### config.mk
export PLATFORM = sky130hd
export DESIGN_NAME = router_in_port_flat
export DESIGN_NICKNAME = d
export VERILOG_FILES = /design/src/rtl/router_in_port_pkg.sv /design/src/rtl/router_in_port_if.sv /design/src/rtl/router_in_port_pkt_fifo.sv /design/src/rtl/router_in_port.sv /design/src/flat_wrapper.sv
export SDC_FILE = /design/constraint.sdc
export NUM_CORES = 1
export LEC_CHECK = 0
export BUFFER_PORTS_ARGS = -buffer_cell sky130_fd_sc_hd__clkbuf_2
export CAP_MARGIN = 20
export CORE_MARGIN = 2
export CORE_UTILIZATION = 30
export DETAILED_ROUTE_END_ITERATION = 6
export SYNTH_ARGS = -nofsm -noshare
export SYNTH_HDL_FRONTEND = slang
export SYNTH_SLANG_ARGS = --single-unit
### constraint.sdc
create_clock -name clock -period 4.4 [get_ports clock]
set_clock_uncertainty 0.05 [all_clocks]
set_input_delay 0.88 -clock clock [delete_from_list [all_inputs] [get_ports clock]]
set_output_delay 0.88 -clock clock [all_outputs]
set_load 0.05 [all_outputs]
### src/rtl/router_in_port_pkg.sv
// Shared types and routing rule for the router ingress port.
package router_in_port_pkg;

    localparam int NUM_NODES        = 6;
    localparam int NODES_PER_ROUTER = 3;
    localparam int NUM_PORTS        = 4;

    // Highest destination that names a real node; anything above is dropped.
    localparam logic [3:0] MAX_DEST = 4'(NUM_NODES - 1);

    typedef struct packed {
        logic [3:0]  src;
        logic [3:0]  dest;
        logic [23:0] data;
    } pkt_t;

    // One-hot output port for a destination seen from router rid:
    // local nodes map to ports 0..2, other valid nodes leave on the
    // inter-router link (top port), invalid nodes get no request.
    function automatic logic [3:0] route_port(int rid, logic [3:0] dest);
        int         lo;
        int         d;
        logic [3:0] port;
        lo   = NODES_PER_ROUTER * rid;
        d    = int'(dest);
        port = 4'b0000;
        if (d < NUM_NODES) begin
            if (d >= lo && d < lo + NODES_PER_ROUTER) begin
                port = 4'b0001 << (d - lo);
            end else begin
                port = 4'b0001 << (NUM_PORTS - 1);
            end
        end
        return port;
    endfunction

endpackage

### src/rtl/router_in_port_if.sv
// Handshake bundle between an upstream node, the ingress port and the crossbar.
interface router_in_port_if;
    import router_in_port_pkg::*;

    logic       put_in;
    logic [7:0] payload_in;
    logic       free_in;
    pkt_t       pkt_out;
    logic       pkt_valid;
    logic [3:0] req;
    logic       grant;

    modport master (
        output put_in, payload_in, grant,
        input  free_in, pkt_out, pkt_valid, req
    );

    modport slave (
        input  put_in, payload_in, grant,
        output free_in, pkt_out, pkt_valid, req
    );

endinterface

### src/rtl/router_in_port_pkt_fifo.sv
// Whole-packet FIFO with a combinational head read. A push while full is
// only honoured when a pop frees the head slot on the same edge.
module router_in_port_pkt_fifo #(
    parameter int WIDTH = 32,
    parameter int DEPTH = 4
) (
    input  logic                     clock,
    input  logic                     reset,
    input  logic                     i_push,
    input  logic [WIDTH-1:0]         i_wdata,
    input  logic                     i_pop,
    output logic [WIDTH-1:0]         o_rdata,
    output logic                     o_full,
    output logic                     o_empty,
    output logic [$clog2(DEPTH):0]   o_count
);

    localparam int AW = $clog2(DEPTH);
    localparam int CW = AW + 1;

    logic [WIDTH-1:0] r_mem [DEPTH];
    logic [AW-1:0]    r_wr_ptr;
    logic [AW-1:0]    r_rd_ptr;
    logic [CW-1:0]    r_count;
    logic             w_do_push;
    logic             w_do_pop;

    assign o_full    = (r_count == CW'(DEPTH));
    assign o_empty   = (r_count == '0);
    assign o_count   = r_count;
    assign o_rdata   = r_mem[r_rd_ptr];
    assign w_do_pop  = i_pop && !o_empty;
    assign w_do_push = i_push && (!o_full || w_do_pop);

    // Storage is not reset; the head is only meaningful while not empty.
    always_ff @(posedge clock) begin
        if (w_do_push) begin
            r_mem[r_wr_ptr] <= i_wdata;
        end
    end

    // Pointers wrap naturally; count tracks occupancy including push+pop.
    always_ff @(posedge clock) begin
        if (reset) begin
            r_wr_ptr <= '0;
            r_rd_ptr <= '0;
            r_count  <= '0;
        end else begin
            if (w_do_push) begin
                r_wr_ptr <= r_wr_ptr + AW'(1);
            end
            if (w_do_pop) begin
                r_rd_ptr <= r_rd_ptr + AW'(1);
            end
            r_count <= r_count + CW'(w_do_push) - CW'(w_do_pop);
        end
    end

endmodule

### src/rtl/router_in_port.sv
// Router ingress port: reassembles the 4-byte serial stream into packets,
// queues whole packets and presents the head with a one-hot port request.
module router_in_port
    import router_in_port_pkg::*;
#(
    parameter int ROUTERID = 0,
    parameter int DEPTH    = 4
) (
    input  logic             clock,
    input  logic             reset,
    router_in_port_if.slave  port_if,
    output logic             err_ovf,
    output logic             err_dest
);

    localparam int            CW      = $clog2(DEPTH) + 1;
    localparam logic [CW-1:0] DEPTH_C = CW'(DEPTH);

    logic [1:0]    r_byte_cnt;
    logic [3:0]    r_src;
    logic [3:0]    r_dest;
    logic [15:0]   r_data_hi;
    logic          r_free;
    logic          r_err_ovf;
    logic          r_err_dest;

    logic          w_take;
    logic          w_ovf;
    logic          w_last;
    logic          w_dest_bad;
    logic          w_push;
    logic          w_pop;
    logic          w_push_eff;
    logic [1:0]    w_cnt_next;
    logic [CW-1:0] w_count;
    logic [CW-1:0] w_count_next;
    logic          w_full;
    logic          w_empty;
    pkt_t          w_asm;
    pkt_t          w_head;

    // A header byte is refused while the queue is full, so byte_cnt only
    // leaves 0 once a slot is guaranteed for the packet in flight.
    assign w_take       = port_if.put_in && ((r_byte_cnt != 2'd0) || !w_full);
    assign w_ovf        = port_if.put_in && (r_byte_cnt == 2'd0) && w_full;
    assign w_last       = w_take && (r_byte_cnt == 2'd3);
    assign w_cnt_next   = w_take ? r_byte_cnt + 2'd1 : r_byte_cnt;
    assign w_asm        = '{src: r_src, dest: r_dest, data: {r_data_hi, port_if.payload_in}};
    assign w_dest_bad   = (r_dest > MAX_DEST);
    assign w_push       = w_last && !w_dest_bad;
    assign w_pop        = port_if.grant && !w_empty;
    assign w_push_eff   = w_push && (!w_full || w_pop);
    assign w_count_next = w_count + CW'(w_push_eff) - CW'(w_pop);

    router_in_port_pkt_fifo #(
        .WIDTH ($bits(pkt_t)),
        .DEPTH (DEPTH)
    ) u_fifo (
        .clock   (clock),
        .reset   (reset),
        .i_push  (w_push),
        .i_wdata (w_asm),
        .i_pop   (w_pop),
        .o_rdata (w_head),
        .o_full  (w_full),
        .o_empty (w_empty),
        .o_count (w_count)
    );

    // Byte assembler: header first, then data MSB first; gaps hold position.
    always_ff @(posedge clock) begin
        if (reset) begin
            r_byte_cnt <= 2'd0;
            r_src      <= 4'd0;
            r_dest     <= 4'd0;
            r_data_hi  <= 16'd0;
        end else begin
            r_byte_cnt <= w_cnt_next;
            if (w_take) begin
                case (r_byte_cnt)
                    2'd0:    {r_src, r_dest}  <= port_if.payload_in;
                    2'd1:    r_data_hi[15:8] <= port_if.payload_in;
                    2'd2:    r_data_hi[7:0]  <= port_if.payload_in;
                    default: ;
                endcase
            end
        end
    end

    // Upstream credit and sticky error flags, all computed from next state.
    always_ff @(posedge clock) begin
        if (reset) begin
            r_free     <= 1'b0;
            r_err_ovf  <= 1'b0;
            r_err_dest <= 1'b0;
        end else begin
            r_free <= (w_cnt_next == 2'd0) && (w_count_next < DEPTH_C);
            if (w_ovf) begin
                r_err_ovf <= 1'b1;
            end
            if (w_last && w_dest_bad) begin
                r_err_dest <= 1'b1;
            end
        end
    end

    assign port_if.free_in   = r_free;
    assign port_if.pkt_valid = !w_empty;
    assign port_if.pkt_out   = w_empty ? '0 : w_head;
    assign port_if.req       = w_empty ? 4'b0000 : route_port(ROUTERID, w_head.dest);
    assign err_ovf           = r_err_ovf;
    assign err_dest          = r_err_dest;

endmodule

### src/flat_wrapper.sv
// flat-port wrapper written by rule: the top's interface ports become plain ports
module router_in_port_flat import router_in_port_pkg::*;
#(
    parameter int ROUTERID = 0,
    parameter int DEPTH    = 4
)
  (clock, reset, err_ovf, err_dest, port_if_put_in, port_if_payload_in, port_if_grant, port_if_free_in, port_if_pkt_out, port_if_pkt_valid, port_if_req);
  router_in_port_if port_if_i ();
  input  logic clock;
  input  logic reset;
  output logic err_ovf;
  output logic err_dest;
  input wire logic [$bits(port_if_i.put_in)-1:0] port_if_put_in;
  input wire logic [$bits(port_if_i.payload_in)-1:0] port_if_payload_in;
  input wire logic [$bits(port_if_i.grant)-1:0] port_if_grant;
  output wire logic [$bits(port_if_i.free_in)-1:0] port_if_free_in;
  output wire logic [$bits(port_if_i.pkt_out)-1:0] port_if_pkt_out;
  output wire logic [$bits(port_if_i.pkt_valid)-1:0] port_if_pkt_valid;
  output wire logic [$bits(port_if_i.req)-1:0] port_if_req;
  assign port_if_i.put_in = port_if_put_in;
  assign port_if_i.payload_in = port_if_payload_in;
  assign port_if_i.grant = port_if_grant;
  assign port_if_free_in = port_if_i.free_in;
  assign port_if_pkt_out = port_if_i.pkt_out;
  assign port_if_pkt_valid = port_if_i.pkt_valid;
  assign port_if_req = port_if_i.req;
  router_in_port #(.ROUTERID(ROUTERID), .DEPTH(DEPTH)) u_core (.clock(clock), .reset(reset), .port_if(port_if_i), .err_ovf(err_ovf), .err_dest(err_dest));
endmodule
==> results.ini <==
[clock_tree]
clockBufferDepth=2
cts-root-buf=clkbuf_16
post_cts_resized=0
cts_tree=done
clk-insertion-delay-late_ns=0.42
hold_buffers=0
h-tree-depth=4
path_clk_slew_ns=0.06
cts_setup_buffers=0
numCtsBuffers=17
cts_sinks=166

[setup_path]
slowest_delay_ns=0.57
criticalPathCategory=register to primary output
critical_path_arrival_ns=2.52
end_kind=primary output
path_cells=buf_4 > mux4_2 > and2_1 > clkbuf_2
setup.worst_path.start_class=register
worstPathRequired_ns=3.47
cp_max_fo=23
slowest_stage=mux4_2
crit_family=buffers and inverters
crit_buf_inv=2

[power_and_ir_drop]
p_sw_share_pct=36.5
ir_worst_vdd_uv=276
seq_power_share_pct=37.4
p_sw_mw=1.81
combinationalPowerShare_pct=34.0
p_int_mw=3.14
pwr-share-clk_pct=28.5
p_leak_nw=2.66
p_total_mw=4.95
power_density_nw_per_um2=648

[drt]
dr_total_vias=3293
drt-initial-drc-count=207
antenna_left=0
first_pass_iters=4
post-route-drc-count=0
wire_per_inst_um=17.9
vias_per_cell=4.58
wl_um=12900

[global_route]
gr-total-overflow=0
use_met1_pct=15.4
grt_antenna_before_repair=0
met2_usage_pct=20.1
grt_max_degree=40
globalRoute.busiestLayer=met2
use_met3_pct=4.01
grt_first_pass_wirelength_um=20000
first_global_vias=3543
grt_usage_pct=12.2

[die]
num_rows=53
die-area_um2=22900
start_util_pct=30.7
fp.coreArea_um2=21200
die_h_um=151
dieWidth_um=151
ios=52

[final_layout]
area_growth_pct=17.5
final_area_um2=7640
drive_gt1_share_pct=27.3
final_common_cell=edfxtp_1
regArea_um2=4610
diodes=0
nFillCells=1963
num-nets-final=455
utilization_pct=36.1
multi_input_area_um2=1770
layout_common_cells=128 x edfxtp_1, 51 x clkbuf_2, 38 x and2_1

[status]
outcome=finished clean

[timing]
drv_slew=0
relSlewSlack_pct=38.3
period_minus_slack_ns=3.45
setup_viol=0
final.setup.tns_ns=0
fin_crit_sh_pct=78.4
hold_viol=0
fmax_mhz=290
rsz0062_at_grt=no
worst_pin_slew_ns=0.925
fin_ws_ns=0.952

[synth]
synth_cell_types=32
synthesis.nets=395
synth_top_area_share_pct=59.1
syn_area_um2=6500
synth-seq-cells=166
synthCells=371
avgSynthCellArea_um2=17.5
yosysWarnings=0
synth.area.top_cells=edfxtp_1 59%, dfxtp_1 12%, mux4_2 11%
seq_area_frac_synth_pct=70.8
yosysTopAreaCell=edfxtp_1

[placement]
place_ws_ns=1.18
placed_area_um2=7060
dp_hpwl_um=7680
routabilityCongestion=0.694
io_buffer_count=51

[flow_run]
max-cap-violations=0

[worst_hold_path]
hold_class=register to register

==> final timing paths <==
| check | start | end | slack [ns] | cells after the start |
|---|---|---|---|---|
| hold reg to reg | u_core.r_src[1] | u_core.u_fifo.r_mem[1][29] | 0.44 | 0 |
| hold / removal | u_core.r_src[1] | u_core.u_fifo.r_mem[1][29] | 0.44 | 0 |
| setup / recovery | register | port_if_pkt_out[23] | 0.95 | 4 |
| setup reg to reg | u_core.u_fifo.o_count[1] | u_core.u_fifo.o_count[2] | 1.40 | 10 |
==> area by class of cell <==
| type | count | share of cell area (%) |
|---|---|---|
| Inverter | 10 | 0.491 |
| Timing Repair Buffer | 58 | 4.13 |
| Sequential cell | 166 | 60.3 |
| Tap cell | 275 | 4.50 |
| Multi-Input combinational cell | 178 | 23.2 |
| Clock inverter | 9 | 1.39 |
| Clock buffer | 23 | 5.99 |
==> flip-flops by register name, summed over array words and instances (netlist names), named ones only <==
name and count:
u_core.err_dest 1, u_core.err_ovf 1, u_core.port_if.free_in 1, u_core.r_byte_cnt 2
u_core.r_data_hi 16, u_core.r_dest 4, u_core.r_src 4, u_core.u_fifo.o_count 3
u_core.u_fifo.r_mem 128, u_core.u_fifo.r_rd_ptr 2, u_core.u_fifo.r_wr_ptr 2
==> stage by stage <==
step                      cells  hold WS, ns
after detailed placement    686        0.419
after floorplan             371        0.409
after global routing        719        0.467
final                       719        0.441
after global placement      686        0.412
after CTS                   718        0.447
==> Yosys cell counts, drive strengths merged <==
master / count
a211oi: 1
or3b: 1
and3: 2
nand3b: 1
nand3: 2
xor2: 1
dfxtp: 38
nor2: 37
nor2b: 4
o2111a: 1
mux2i: 26
and2: 38
nor3: 3
mux4: 32
nand2: 1
xnor2: 5
mux2: 1
inv: 10
nand4bb: 1
fa: 1
a21oi: 4
nand2b: 2
ha: 11
or3: 2
buf: 8
edfxtp: 128
clkbuf: 9
a2111oi: 1
==> worst register-to-register path: stages, from the launching register on <==
cell,delay [ns]
dfxtp_1,0.35
nor3_1,0.44
inv_1,0.43
buf_8,0.28
and2_1,0.19
ha_1,0.28
inv_1,0.04
ha_1,0.19
fa_1,0.39
xnor2_1,0.17
nor2_1,0.05
==> per-layer routing <==
layer | part of all wire, % | vias up
met5 | 0 | -
met4 | 0.79 | 0
met3 | 4.1 | 8
met2 | 49 | 77
met1 | 46 | 1698
li1 | - | 1510
==> kinds of logic (layout without fill, tap and decap cells) <==
group                      count (synthesis)  after routing  synth area share [%]
and+or+nand+nor                           94             94                  8.02
muxes                                     59             59                  15.3
adders and majority gates                 12             12                  2.42
xor gates and xnor gates                   6              6                 0.808
AOI/OAI and AO/OA                          7              7                 0.750
buffers and inverters                     27            100                  1.92
DFF                                      166            166                  70.8
==> power by group through the flow <==
| stage | sequential, mW | clock, mW | combinational (mW) |
|---|---|---|---|
| 6_report | 1.85 | 1.41 | 1.69 |
| 3_5_place_dp | 1.89 | 0 | 1.69 |
| 4_1_cts | 1.86 | 1.44 | 1.70 |
| 2_1_floorplan | 1.86 | 0 | 1.33 |
| 5_1_grt | 1.87 | 1.51 | 1.82 |
| 3_3_place_gp | 1.89 | 0 | 1.68 |
(Power assumes the default switching activity.)
